[config.mk]
export PLATFORM = sky130hd
export DESIGN_NAME = phase_seq_ctrl
export DESIGN_NICKNAME = d
export VERILOG_FILES = /design/src/rtl/phase_pkg.sv /design/src/rtl/ack_sync.sv /design/src/rtl/phase_seq_ctrl.sv
export SDC_FILE = /design/constraint.sdc
export NUM_CORES = 1
export LEC_CHECK = 0
export ABC_AREA = 1
export BUFFER_PORTS_ARGS = -buffer_cell sky130_fd_sc_hd__buf_2
export CORE_UTILIZATION = 55
export CTS_CLUSTER_SIZE = 28
export DETAILED_ROUTE_END_ITERATION = 10
export PLACE_DENSITY = 0.89
export SYNTH_ARGS = -nofsm -noshare
export SYNTH_HDL_FRONTEND = slang
export SYNTH_HIERARCHICAL = 1
export SYNTH_SLANG_ARGS = --single-unit
[constraint.sdc]
create_clock -name clk -period 2 [get_ports clk]
set_clock_uncertainty 0.2 [all_clocks]
set_input_delay 0.4 -clock clk [delete_from_list [all_inputs] [get_ports clk]]
set_output_delay 0.4 -clock clk [all_outputs]
set_load 0.02 [all_outputs]
[src/rtl/phase_pkg.sv]
// Shared dual-rail encodings and sequencer state type
// for the phase sequencing controller.
package phase_pkg;

    typedef enum logic [1:0] {
        IDLE,
        DRIVE,
        WAIT_LO,
        ERROR
    } state_e;

    localparam logic [1:0] DR_NULL = 2'b00;
    localparam logic [1:0] DR_D0   = 2'b01;
    localparam logic [1:0] DR_D1   = 2'b10;

    function automatic logic [1:0] dr_token(input logic parity);
        return parity ? DR_D1 : DR_D0;
    endfunction

endpackage

[src/rtl/ack_sync.sv]
// Reset-to-zero multi-flop synchronizer for one
// asynchronous acknowledge line.
module ack_sync #(
    parameter int STAGES = 2
) (
    input  logic clk,
    input  logic rst_n,
    input  logic d_i,
    output logic q_o
);

    logic [STAGES-1:0] sync_q;

    always_ff @(posedge clk) begin
        if (!rst_n) sync_q <= '0;
        else        sync_q <= {sync_q[STAGES-2:0], d_i};
    end

    assign q_o = sync_q[STAGES-1];

endmodule

[src/rtl/phase_seq_ctrl.sv]
// Three-phase dual-rail token sequencer with four-phase
// ack handshakes, step mode and wait timeout.
module phase_seq_ctrl
    import phase_pkg::*;
#(
    parameter int SYNC_STAGES = 2,
    parameter int TIMEOUT     = 1024,
    parameter int CNT_W       = 16
) (
    input  logic             clk,
    input  logic             rst_n,
    input  logic             en,
    input  logic             step_mode,
    input  logic             step,
    input  logic             clr_err,
    output logic [1:0]       PH0,
    output logic [1:0]       PH1,
    output logic [1:0]       PH2,
    input  logic             ack_PH0_1,
    input  logic             ack_PH0_2,
    input  logic             ack_PH0_3,
    input  logic             ack_PH1_1,
    input  logic             ack_PH2_1,
    output logic             busy,
    output logic [1:0]       cur_phase,
    output logic             timeout_err,
    output logic [CNT_W-1:0] round_cnt
);

    localparam int WCW = (TIMEOUT < 2) ? 1 : $clog2(TIMEOUT);

    logic [4:0] ack_raw;
    logic [4:0] ack_s;

    assign ack_raw = {ack_PH2_1, ack_PH1_1, ack_PH0_3,
                      ack_PH0_2, ack_PH0_1};

    for (genvar g = 0; g < 5; g++) begin : g_sync
        ack_sync #(.STAGES(SYNC_STAGES)) u_sync (
            .clk   (clk),
            .rst_n (rst_n),
            .d_i   (ack_raw[g]),
            .q_o   (ack_s[g])
        );
    end

    state_e           state_q, state_d;
    logic [1:0]       cur_q, cur_d;
    logic [CNT_W-1:0] rnd_q, rnd_d;
    logic [WCW-1:0]   wcnt_q, wcnt_d;
    logic [2:0][1:0]  ph_q, ph_d;
    logic             grp_hi, grp_lo, tmo;

    always_comb begin
        grp_hi = ack_s[4];
        grp_lo = ~ack_s[4];
        case (cur_q)
            2'd0: begin
                grp_hi = &ack_s[2:0];
                grp_lo = ~|ack_s[2:0];
            end
            2'd1: begin
                grp_hi = ack_s[3];
                grp_lo = ~ack_s[3];
            end
            default: ;
        endcase
    end

    assign tmo = (TIMEOUT != 0) && (wcnt_q == WCW'(TIMEOUT - 1));

    always_comb begin
        state_d = state_q;
        cur_d   = cur_q;
        rnd_d   = rnd_q;
        wcnt_d  = wcnt_q + WCW'(1);
        case (state_q)
            IDLE: begin
                wcnt_d = '0;
                if (en && (!step_mode || step)) state_d = DRIVE;
            end
            DRIVE: begin
                if (grp_hi) begin
                    state_d = WAIT_LO;
                    wcnt_d  = '0;
                end else if (tmo) begin
                    state_d = ERROR;
                end
            end
            WAIT_LO: begin
                if (grp_lo) begin
                    wcnt_d = '0;
                    if (cur_q == 2'd2) begin
                        cur_d = 2'd0;
                        rnd_d = rnd_q + CNT_W'(1);
                    end else begin
                        cur_d = cur_q + 2'd1;
                    end
                    state_d = (en && !step_mode) ? DRIVE : IDLE;
                end else if (tmo) begin
                    state_d = ERROR;
                end
            end
            ERROR: begin
                wcnt_d = '0;
                if (clr_err) begin
                    state_d = IDLE;
                    cur_d   = 2'd0;
                end
            end
            default: state_d = IDLE;
        endcase
    end

    // Outputs are registered from next state so consumers see glitch-free rails
    always_comb begin
        for (int i = 0; i < 3; i++) begin
            ph_d[i] = DR_NULL;
            if (state_d == DRIVE && cur_d == 2'(i))
                ph_d[i] = dr_token(rnd_d[0]);
        end
    end

    always_ff @(posedge clk) begin
        if (!rst_n) begin
            state_q <= IDLE;
            cur_q   <= '0;
            rnd_q   <= '0;
            wcnt_q  <= '0;
            ph_q    <= '0;
        end else begin
            state_q <= state_d;
            cur_q   <= cur_d;
            rnd_q   <= rnd_d;
            wcnt_q  <= wcnt_d;
            ph_q    <= ph_d;
        end
    end

    assign PH0         = ph_q[0];
    assign PH1         = ph_q[1];
    assign PH2         = ph_q[2];
    assign busy        = (state_q == DRIVE) || (state_q == WAIT_LO);
    assign timeout_err = (state_q == ERROR);
    assign cur_phase   = cur_q;
    assign round_cnt   = rnd_q;

endmodule

## After elaboration in Yosys (flattened, before gate mapping)

Cells that the tools add are included.
Widths: inputs -> output; s select.

- $add $sub $neg: 3
- Eq/ne operators: 9
- Muxes and demuxes: 20
- Bitwise logic cells: 2
- Reductions and logical operators: 19

Operators with widths:

| cell | count |
|---|---|
| $pmux 10 s3 | 1 |
| $mux 10 | 2 |
| $mux 2 | 9 |
| $add 16x1->16 const B | 1 |
| $add 10x1->10 const B | 1 |
| $eq 10x10->1 const B | 1 |
| $eq 2x1->1 const B | 4 |
| $eq 2x2->1 const B | 4 |
| $pmux 2 s4 | 1 |
| $logic_not 2->1 | 3 |
| $reduce_and 2->1 | 3 |
| $reduce_and 3->1 | 2 |
| $logic_and 1x1->1 | 5 |
| $mux 1 | 4 |
| $pmux 1 s2 | 2 |
| $pmux 2 s2 | 1 |
| $reduce_or 3->1 | 1 |
| $add 2x1->2 const B | 1 |
| $logic_not 1->1 | 2 |
| $logic_or 1x1->1 | 2 |
| $not 1->1 | 2 |
| $reduce_or 2->1 | 1 |

- Register bits: 46
- Input bits: 11
- Output and inout port bits: 26
- Logic and storage cells: 66

## Logic depth before layout (Yosys ltp)

Gate-level depths: netlist (run 1).

- Word-level depth: 8
- Depth in mapped cells: 12
- Gate-level depth less buffers: 12

## Hierarchy

Netlist (run 1), hierarchy kept.

Modules (own cells, without submodules):

| module | instances | cells each | area each (µm²) | sequential area each (µm²) |
|---|---|---|---|---|
| phase_seq_ctrl | 1 | 243 | 1,800.5 | 720.7 |
| ack_sync | 5 | 6 | 55.1 | 40.0 |

## Least setup slack after synthesis (run 1)

Ideal clock, no wire load.

- Kind: reg-to-reg
- Start: register state_q[0]
- End: register ph_q (netlist bit PH2[0])
- Library setup time: 65 ps
- Arrival time: 1,566 ps
- Path slack: 169 ps
- Stages on the path, launching flop included: 11
- Period minus slack after synthesis: 1,831 ps
- Cell sequence: dfxtp_1 ha_1 inv_1 nor2_1 a21oi_1 or2_2 nand2_1 nand2_1 nor2_1 nand3_1 nor2_1

RTL lines:

| what | RTL line | RTL |
|---|---|---|
| start, declared | phase_seq_ctrl.sv:47 | `state_e state_q, state_d;` |
| start signal, assigned | phase_seq_ctrl.sv:132 | `state_q <= state_d;` |
| $eq 2x2->1 (*) | - |  |
| net timeout_err | phase_seq_ctrl.sv:26 | `output logic timeout_err,` |
| $pmux 2 s4 / $pmux 2 s2 (equally long branches) | phase_seq_ctrl.sv:77 | `case (state_q)` |
| $eq 2x1->1 / $eq 2x2->1 (equally long branches) | phase_seq_ctrl.sv:119 | `if (state_d == DRIVE && cur_d == 2'(i))` |
| $logic_and 1x1->1 (*) | phase_seq_ctrl.sv:119 |  |
| $reduce_and 2->1 (no line) (*) | - |  |
| end signal, assigned | phase_seq_ctrl.sv:136 | `ph_q <= ph_d;` |
| end, declared | phase_seq_ctrl.sv:51 | `logic [2:0][1:0] ph_q, ph_d;` |

The timed path passes the listed nets; every way through them passes the cells marked *.
A chain may end at the register's enable or synchronous reset.

## Final worst setup path (run 1)

- Start: register state_q[0]
- End: register rnd_q[12], in the netlist round_cnt[12]

- Word-level cells in the longest chain between the ends: 2

RTL lines:

| what | RTL line | RTL |
|---|---|---|
| $eq 2x2->1 | phase_seq_ctrl.sv:77 |  |
| $reduce_and 3->1 (no line) | - |  |
| end signal, assigned | phase_seq_ctrl.sv:134 | `rnd_q <= rnd_d;` |
| end, declared | phase_seq_ctrl.sv:49 | `logic [CNT_W-1:0] rnd_q, rnd_d;` |

Every way passes these cells.

==> reports/results.ini, run 1 <==
[outcome]
outcome = completed

[cts]
ctsHtreeMaxLevel = 2
clock-sinks = 46
clk_path_buf_depth = 2
cts_tree = done
ctsRootBufferMaster = clkbuf_8
clock_latency_ns = 0.30
hold_buffers = 0
cts.clk_slew.worst_paths_ns = 0.08
numCtsBuffers = 5

[layout]
antennaDiodeCount = 0
n_fill_cell = 289
fin_util_pct = 69.99
drive_gt1_share_pct = 22.01
nNetsFinal = 335
syn2layout_area_growth_pct = 16.94

[synth]
ys_ff_latch = 46
synthTopCellsByCount = nand2_1, dfxtp_1, inv_1
postSynthAreaPerCell_sq_um = 7.603
yosysWarnings = 6
syn-num-nets = 290
synthesis.area_sq_mm = 0.002076
yosysTopAreaCell = dfxtp_1
synth_edf_count = 0
yosys.area.top_type_share_pct = 44.36
synthTopCellsByArea = dfxtp_1, nand2_1, inv_1, nor2_1, a21oi_1
synth_most_common_cell = nand2_1
synth_ff_type = dfxtp_1
synthArstFlopShare_pct = 0
ys_seq_area_share_pct = 44.36
synth_cell_type_count = 32
syn_inst = 273

[pwr]
leakage_nw = 1.251
comb_power_share_pct = 5.9
clockPowerShare_pct = 34.1
internal-power_w = 0.001204
switching_power_w = 0.0003598
seq_power_share_pct = 60.0
power_density_mw_per_mm2 = 644.4
p_sw_share_pct = 23.00
vdd_drop_max_mv = 0.3929

[floorplanning]
start_util_pct = 59.85
rows = 21
die_h_um = 63.44
core_area_sq_mm = 0.003468
ios = 37
die_area_sq_mm = 0.004024
dieWidth_um = 63.44

[detailed_routing]
dr_wl_met3_um = 266
met1_length_um = 1911
vias = 1846
wire_per_inst_um = 11.63
routed_wl_um = 4234
dr.pass1.iters = 4
route.detailed.drc = 0
drtIter0Drc = 122
wl_met2_um = 1945
final_antenna_net_count = 0
top_layer_used = met4
viasPerCell = 5.071

[sta]
fmax_ghz = 0.5137
min_period_over_period_pct = 97.33
fin_ws_ns = 0.05333
maxSlewHeadroom_pct = 69.10
tns_ns = 0
hold_slack_ns = 0.08352
rsz0062_at_grt = yes
final_max_slew_viol_count = 0
tightest_slew_ns = 0.4630
finalHoldViolCount = 0
setup_viol = 0
min_period_ns = 1.947

[placement]
place_ws_ns = 0.02937
io_buffers = 36
hpwl_um = 3135
gp_congestion = 0.8668

[grt]
grt_overflow = 0
grt_pass1_vias = 1733
grt_max_degree = 14
grt_usage_pct = 23.64
antenna_found_initial = 0
grt_first_pass_wirelength_um = 7320

[run]
cap_violations = 0

[critical_path]
crit_arrival_ns = 1.94
critPathTopFamily = simple AND/OR/NAND/NOR gates
worstPathCellList = inv_2, ha_2, inv_2, nor2_4, nand3_4, inv_2, nand4_1, nor2_2, nand2_1, o21ai_1, a21oi_1
max_stage_delay_ns = 0.34
crit_path_start_kind = flip-flop
worstPathMaxFanout = 8
cpMostUsedCell = inv_2
crit_slowest_cell = dfxtp_2
timing.critical_path.buf_inv = 3
critPathRequiredTime_ns = 1.99
setup.worst_path.class = reg2reg
endpoint_kind = flip-flop

[hold_path]
hold_path_class = in2reg

-- area by class of cell --
class	count	area (sq um)	area share [%]
multi-input combinational	183	1001	41.24
clock buffer	7	76.32	3.144
tap	46	57.56	2.371
inverter	42	157.7	6.495
sequential	46	924.6	38.09
timing repair buffer	40	210.2	8.660
-- worst paths after layout --
path / slack, ns / cells after the start / startpoint / to
setup / recovery: 0.05 / 11 / state_q[0] / round_cnt[12]
hold / removal: 0.08 / 3 / ack_PH1_1 / g_sync[3].u_sync/sync_q[0]
setup reg to reg: 0.05 / 11 / state_q[0] / round_cnt[12]
hold reg to reg: 0.22 / 2 / g_sync[0].u_sync/sync_q[0] / g_sync[0].u_sync/sync_q[1]
-- flip-flops by register name (all words and copies together), names as in the netlist --
register              cells
round_cnt                16
PH2                       2
g_sync.u_sync/sync_q     10
wcnt_q                   10
PH0                       2
PH1                       2
cur_phase                 2
state_q                   2
-- cell families after synthesis --
logic type	Yosys count	synth area share, %
adder cells (fa/ha/maj)	6	3.617
XOR/XNOR	9	3.798
AO/OA/AOI/OAI	28	7.353
flip-flops	46	44.36
buffers and inverters	44	7.957
AND/OR/NAND/NOR	140	32.91
-- layer usage --
layer | global-route usage, % | up-vias
met5 | 0 | -
met3 | 5.072 | 13
met1 | 27.43 | 819
met4 | 18.18 | 0
li1 | - | 946
met2 | 37.63 | 68
-- tightest hold or removal path, stage by stage --
cell	delay, ns
buf_2	0.08
nand2_1	0.04
inv_1	0.04
-- power groups by stage --
stage / sequential (W) / clock (W) / combinational, W
after global placement: 0.000959 / 0 / 0.0000874
final: 0.000939 / 0.000533 / 0.0000922
after floorplan: 0.000961 / 0 / 0.0000579
after CTS: 0.000938 / 0.000542 / 0.0000919
after detailed placement: 0.000960 / 0 / 0.0000906
after global routing: 0.000941 / 0.000584 / 0.000104
-- per-stage QoR --
stage	cell area [sq um]	power [W]	std cells
after global routing	2427	0.001628	364
after global placement	2336	0.001046	357
after detailed placement	2336	0.001051	357
after floorplan	2076	0.001019	273
final	2427	0.001564	364
after CTS	2412	0.001572	364
-- placed cells by master, fill, tap and decap left out, types with 2 or more instances in the layout --
cell / Yosys / final
a211oi_1: 2 / 2
a21oi_1: 15 / 15
and3_1: 2 / 2
buf_2: 0 / 36
buf_4: 0 / 4
clkbuf_1: 2 / 2
clkbuf_8: 0 / 5
dfxtp_1: 46 / 43
dfxtp_2: 0 / 3
ha_1: 6 / 5
inv_1: 39 / 38
inv_2: 3 / 4
nand2_1: 65 / 65
nand2_2: 2 / 2
nand3_1: 13 / 13
nand4_1: 3 / 3
nor2_1: 31 / 30
nor2_2: 3 / 4
nor2_4: 2 / 2
nor3_1: 5 / 5
nor3b_1: 3 / 3
o21a_1: 2 / 2
o21ai_0: 7 / 7
or2_2: 2 / 2
xnor2_1: 2 / 2
xor2_1: 7 / 7
-- timing repair --
action	in CTS	in global routing
buffers inserted	0	0
resized for setup	0	7
setup endpoints to repair	0	9
Note: power is estimated with default switching activity, not from simulation.
==> run 2, diff against run 1 <==
--- a/config.mk
+++ b/config.mk
@@ -11,4 +11,5 @@
 export CTS_CLUSTER_SIZE = 28
 export DETAILED_ROUTE_END_ITERATION = 10
+export HOLD_SLACK_MARGIN = 0.15
 export PLACE_DENSITY = 0.89
 export SYNTH_ARGS = -nofsm -noshare
==> constraint.sdc (replaced) <==
create_clock -name clk -period 2 [get_ports clk]
set_clock_uncertainty 0.2 [all_clocks]
set_input_delay 0.1 -clock clk [delete_from_list [all_inputs] [get_ports clk]]
set_output_delay 0.1 -clock clk [all_outputs]
set_load 0.02 [all_outputs]
==> run 2 against run 1 <==
  * Fmax rose by 0.63%
  * Non-clock buffer count rose by 22
  * Utilization rose by 7.1 points
  * Hold slack improved by 0.13 ns
  * Combinational power rose by 36%
  * Setup slack improved by 0.012 ns
  * Final cell count rose by 6.3%
  * Sequential share of layout area fell by 3.4 points
  * Clock power rose by 7.9%
  * Flip-flop and latch count did not move
  * Die area did not move
  * Total power rose by 4.7%
  * Critical path type unchanged
  * Largest power group unchanged
==> reports/results.ini, run 2 (same netlist as run 1, synthesis figures left out) <==
[outcome]
outcome = completed  ; unchanged

[detailed_routing]
dr.pass1.iters = 4  ; unchanged
route.detailed.drc = 0  ; unchanged
top_layer_used = met4  ; unchanged
dr_wl_met3_um = 220  ; was 266 um
drtIter0Drc = 194  ; was 122
wl_met2_um = 2326  ; was 1945 um
routed_wl_um = 4663  ; was 4234 um
met1_length_um = 2026  ; was 1911 um
final_antenna_net_count = 0  ; unchanged
vias = 1957  ; was 1846
wire_per_inst_um = 12.05  ; was 11.63 um
viasPerCell = 5.057  ; was 5.071

[grt]
antenna_found_initial = 0  ; unchanged
grt_max_degree = 14  ; unchanged
grt_pass1_vias = 1803  ; was 1733
grt_overflow = 0  ; unchanged
grt_first_pass_wirelength_um = 7458  ; was 7320 um
grt_usage_pct = 23.63  ; was 23.64%

[placement]
gp_congestion = 0.9190  ; was 0.8668
place_area_sq_mm = 0.002336  ; unchanged
dpl.cell_count = 357  ; unchanged
io_buffers = 36  ; unchanged
hpwl_um = 2958  ; was 3135 um

[layout]
design_area_sq_mm = 0.002675  ; was 0.002427 sq mm
syn2layout_area_growth_pct = 28.87  ; was 16.94%
final_common_cell = nand2_1  ; unchanged
nNetsFinal = 357  ; was 335
fin_cells = 387  ; was 364
mostFrequentLayoutCells = nand2_1, dfxtp_1, inv_1  ; unchanged
drive_gt1_share_pct = 24.63  ; was 22.01%
largest_register_ffs = 16  ; unchanged
antennaDiodeCount = 0  ; unchanged

[pwr]
leakage_nw = 1.353  ; was 1.251 nW
vdd_drop_max_mv = 0.4688  ; was 0.3929 mV
total_power_w = 0.001638  ; was 0.001564 W
power_density_mw_per_mm2 = 612.5  ; was 644.4 mW/mm^2

[cts]
ctsHtreeMaxLevel = 2  ; unchanged
clock_latency_ns = 0.30  ; about the same
cts.clk_slew.worst_paths_ns = 0.08  ; about the same
cts_tree = done  ; unchanged
clock-sinks = 46  ; unchanged
clk_path_buf_depth = 2  ; unchanged
ctsRootBufferMaster = clkbuf_8  ; unchanged
numCtsBuffers = 5  ; unchanged

[critical_path]
rr_startpoint = state_q[1]  ; was state_q[0]
crit_path_start_kind = flip-flop  ; unchanged
cp-startpoint = state_q[1]  ; was state_q[0]
r2r_slack_ns = 0.07  ; was 0.05 ns
endpoint_kind = flip-flop  ; unchanged
reg2reg_to = PH2[0]  ; was round_cnt[12]
setup.worst_path.class = reg2reg  ; unchanged
crit_arrival_ns = 1.97  ; was 1.94 ns
reg2reg_depth = 10  ; was 11
worstPathMaxFanout = 4  ; was 8
critPathRequiredTime_ns = 2.04  ; was 1.99 ns

[sta]
final_max_slew_viol_count = 0  ; unchanged
setup_viol = 0  ; unchanged
min_period_ns = 1.934  ; was 1.947 ns
maxSlewHeadroom_pct = 68.28  ; was 69.10%
tightest_slew_ns = 0.4753  ; was 0.4630 ns
fmax_ghz = 0.5169  ; was 0.5137 GHz
min_period_over_period_pct = 96.72  ; was 97.33%
finalHoldViolCount = 0  ; unchanged
hold_slack_ns = 0.2095  ; was 0.08352 ns

[floorplanning]
rows = 21  ; unchanged
core_area_sq_mm = 0.003468  ; unchanged
die_area_sq_mm = 0.004024  ; unchanged
ios = 37  ; unchanged
start_util_pct = 59.85  ; unchanged
dieWidth_um = 63.44  ; unchanged
die_h_um = 63.44  ; unchanged

[hold_path]
min-delay-start = g_sync[1].u_sync/sync_q[0]  ; was ack_PH1_1
min_delay_worst_endpoint = g_sync[1].u_sync/sync_q[1]  ; was g_sync[3].u_sync/sync_q[0]
hold_depth = 2  ; was 3
hold_path_class = reg2reg  ; was in2reg

[run]
cap_violations = 0  ; unchanged

-- run 2: changes by cell type in the layout (fill, tap and decap cells not counted), moves of 2 or more --
cell / before / now
nand2_1: 65 / 63
inv_2: 4 / 2
nand2_2: 2 / 4
inv_4: 0 / 2
buf_4: 4 / 11
dlygate4sd3_1: 0 / 15
-- run 2: how the worst max path moves through the flow --
stage / end / slack [ns]
after floorplan: PH2[0] / 0.17
after global placement: round_cnt[13] / 0.15
after detailed placement: round_cnt[13] / 0.04
after CTS: round_cnt[13] / 0.007
after global routing: PH2[0] / -0.08
final: PH2[0] / 0.07
-- run 2: what timing repair did --
action,CTS,global route
gates resized for setup,0,16
endpoints found under the setup margin,0,9
buffers inserted,0,7
hold buffers,15,1
hold endpoints to repair,28,1
-- run 2: critical path: stages (launching register included) --
cell and delay (ns):
dfxtp_2 0.39, ha_1 0.19, inv_1 0.08, nor2_2 0.13, a21oi_1 0.07, or2_2 0.27, nand2_1 0.09, nand2_1 0.09
nor2_1 0.15, nand3_1 0.12, nor2_1 0.10
-- run 2: per-stage QoR --
stage / setup TNS [ns] / setup slack (ns) / utilization (%)
finish: 0 / 0.06552 / 77.13
global route: -0.1985 / -0.07689 / 77.13
CTS: 0 / 0.007485 / 74.31
detailed placement: 0 / 0.03516 / 67.35
global placement: 0 / 0.1542 / 67.35
floorplan: 0 / 0.1692 / -
-- run 2: power by group --
group / switching (W) / total (W) / leakage [nW] / internal [W]
Combinational: 0.0000692 / 0.000125 / 0.929 / 0.0000556
Sequential: 0.00000886 / 0.000939 / 0.375 / 0.000930
Clock: 0.000296 / 0.000575 / 0.0482 / 0.000279
Total: 0.000374 / 0.00164 / 1.35 / 0.00126
-- run 2: cell type report --
class / count / area (sq um)
clock buffer: 7 / 86.33
clock inverter: 1 / 5.005
fill: 253 / 793.3
inverter: 42 / 162.7
multi-input combinational: 183 / 1022
sequential: 46 / 928.4
tap: 46 / 57.56
timing repair buffer: 62 / 412.9
-- run 2: layer usage --
layer | vias to the layer above | global-route usage [%]
met1 | 891 | 27.63
met4 | 0 | 10.23
met2 | 67 | 40.56
li1 | 991 | -
met3 | 8 | 5.797
met5 | - | 0
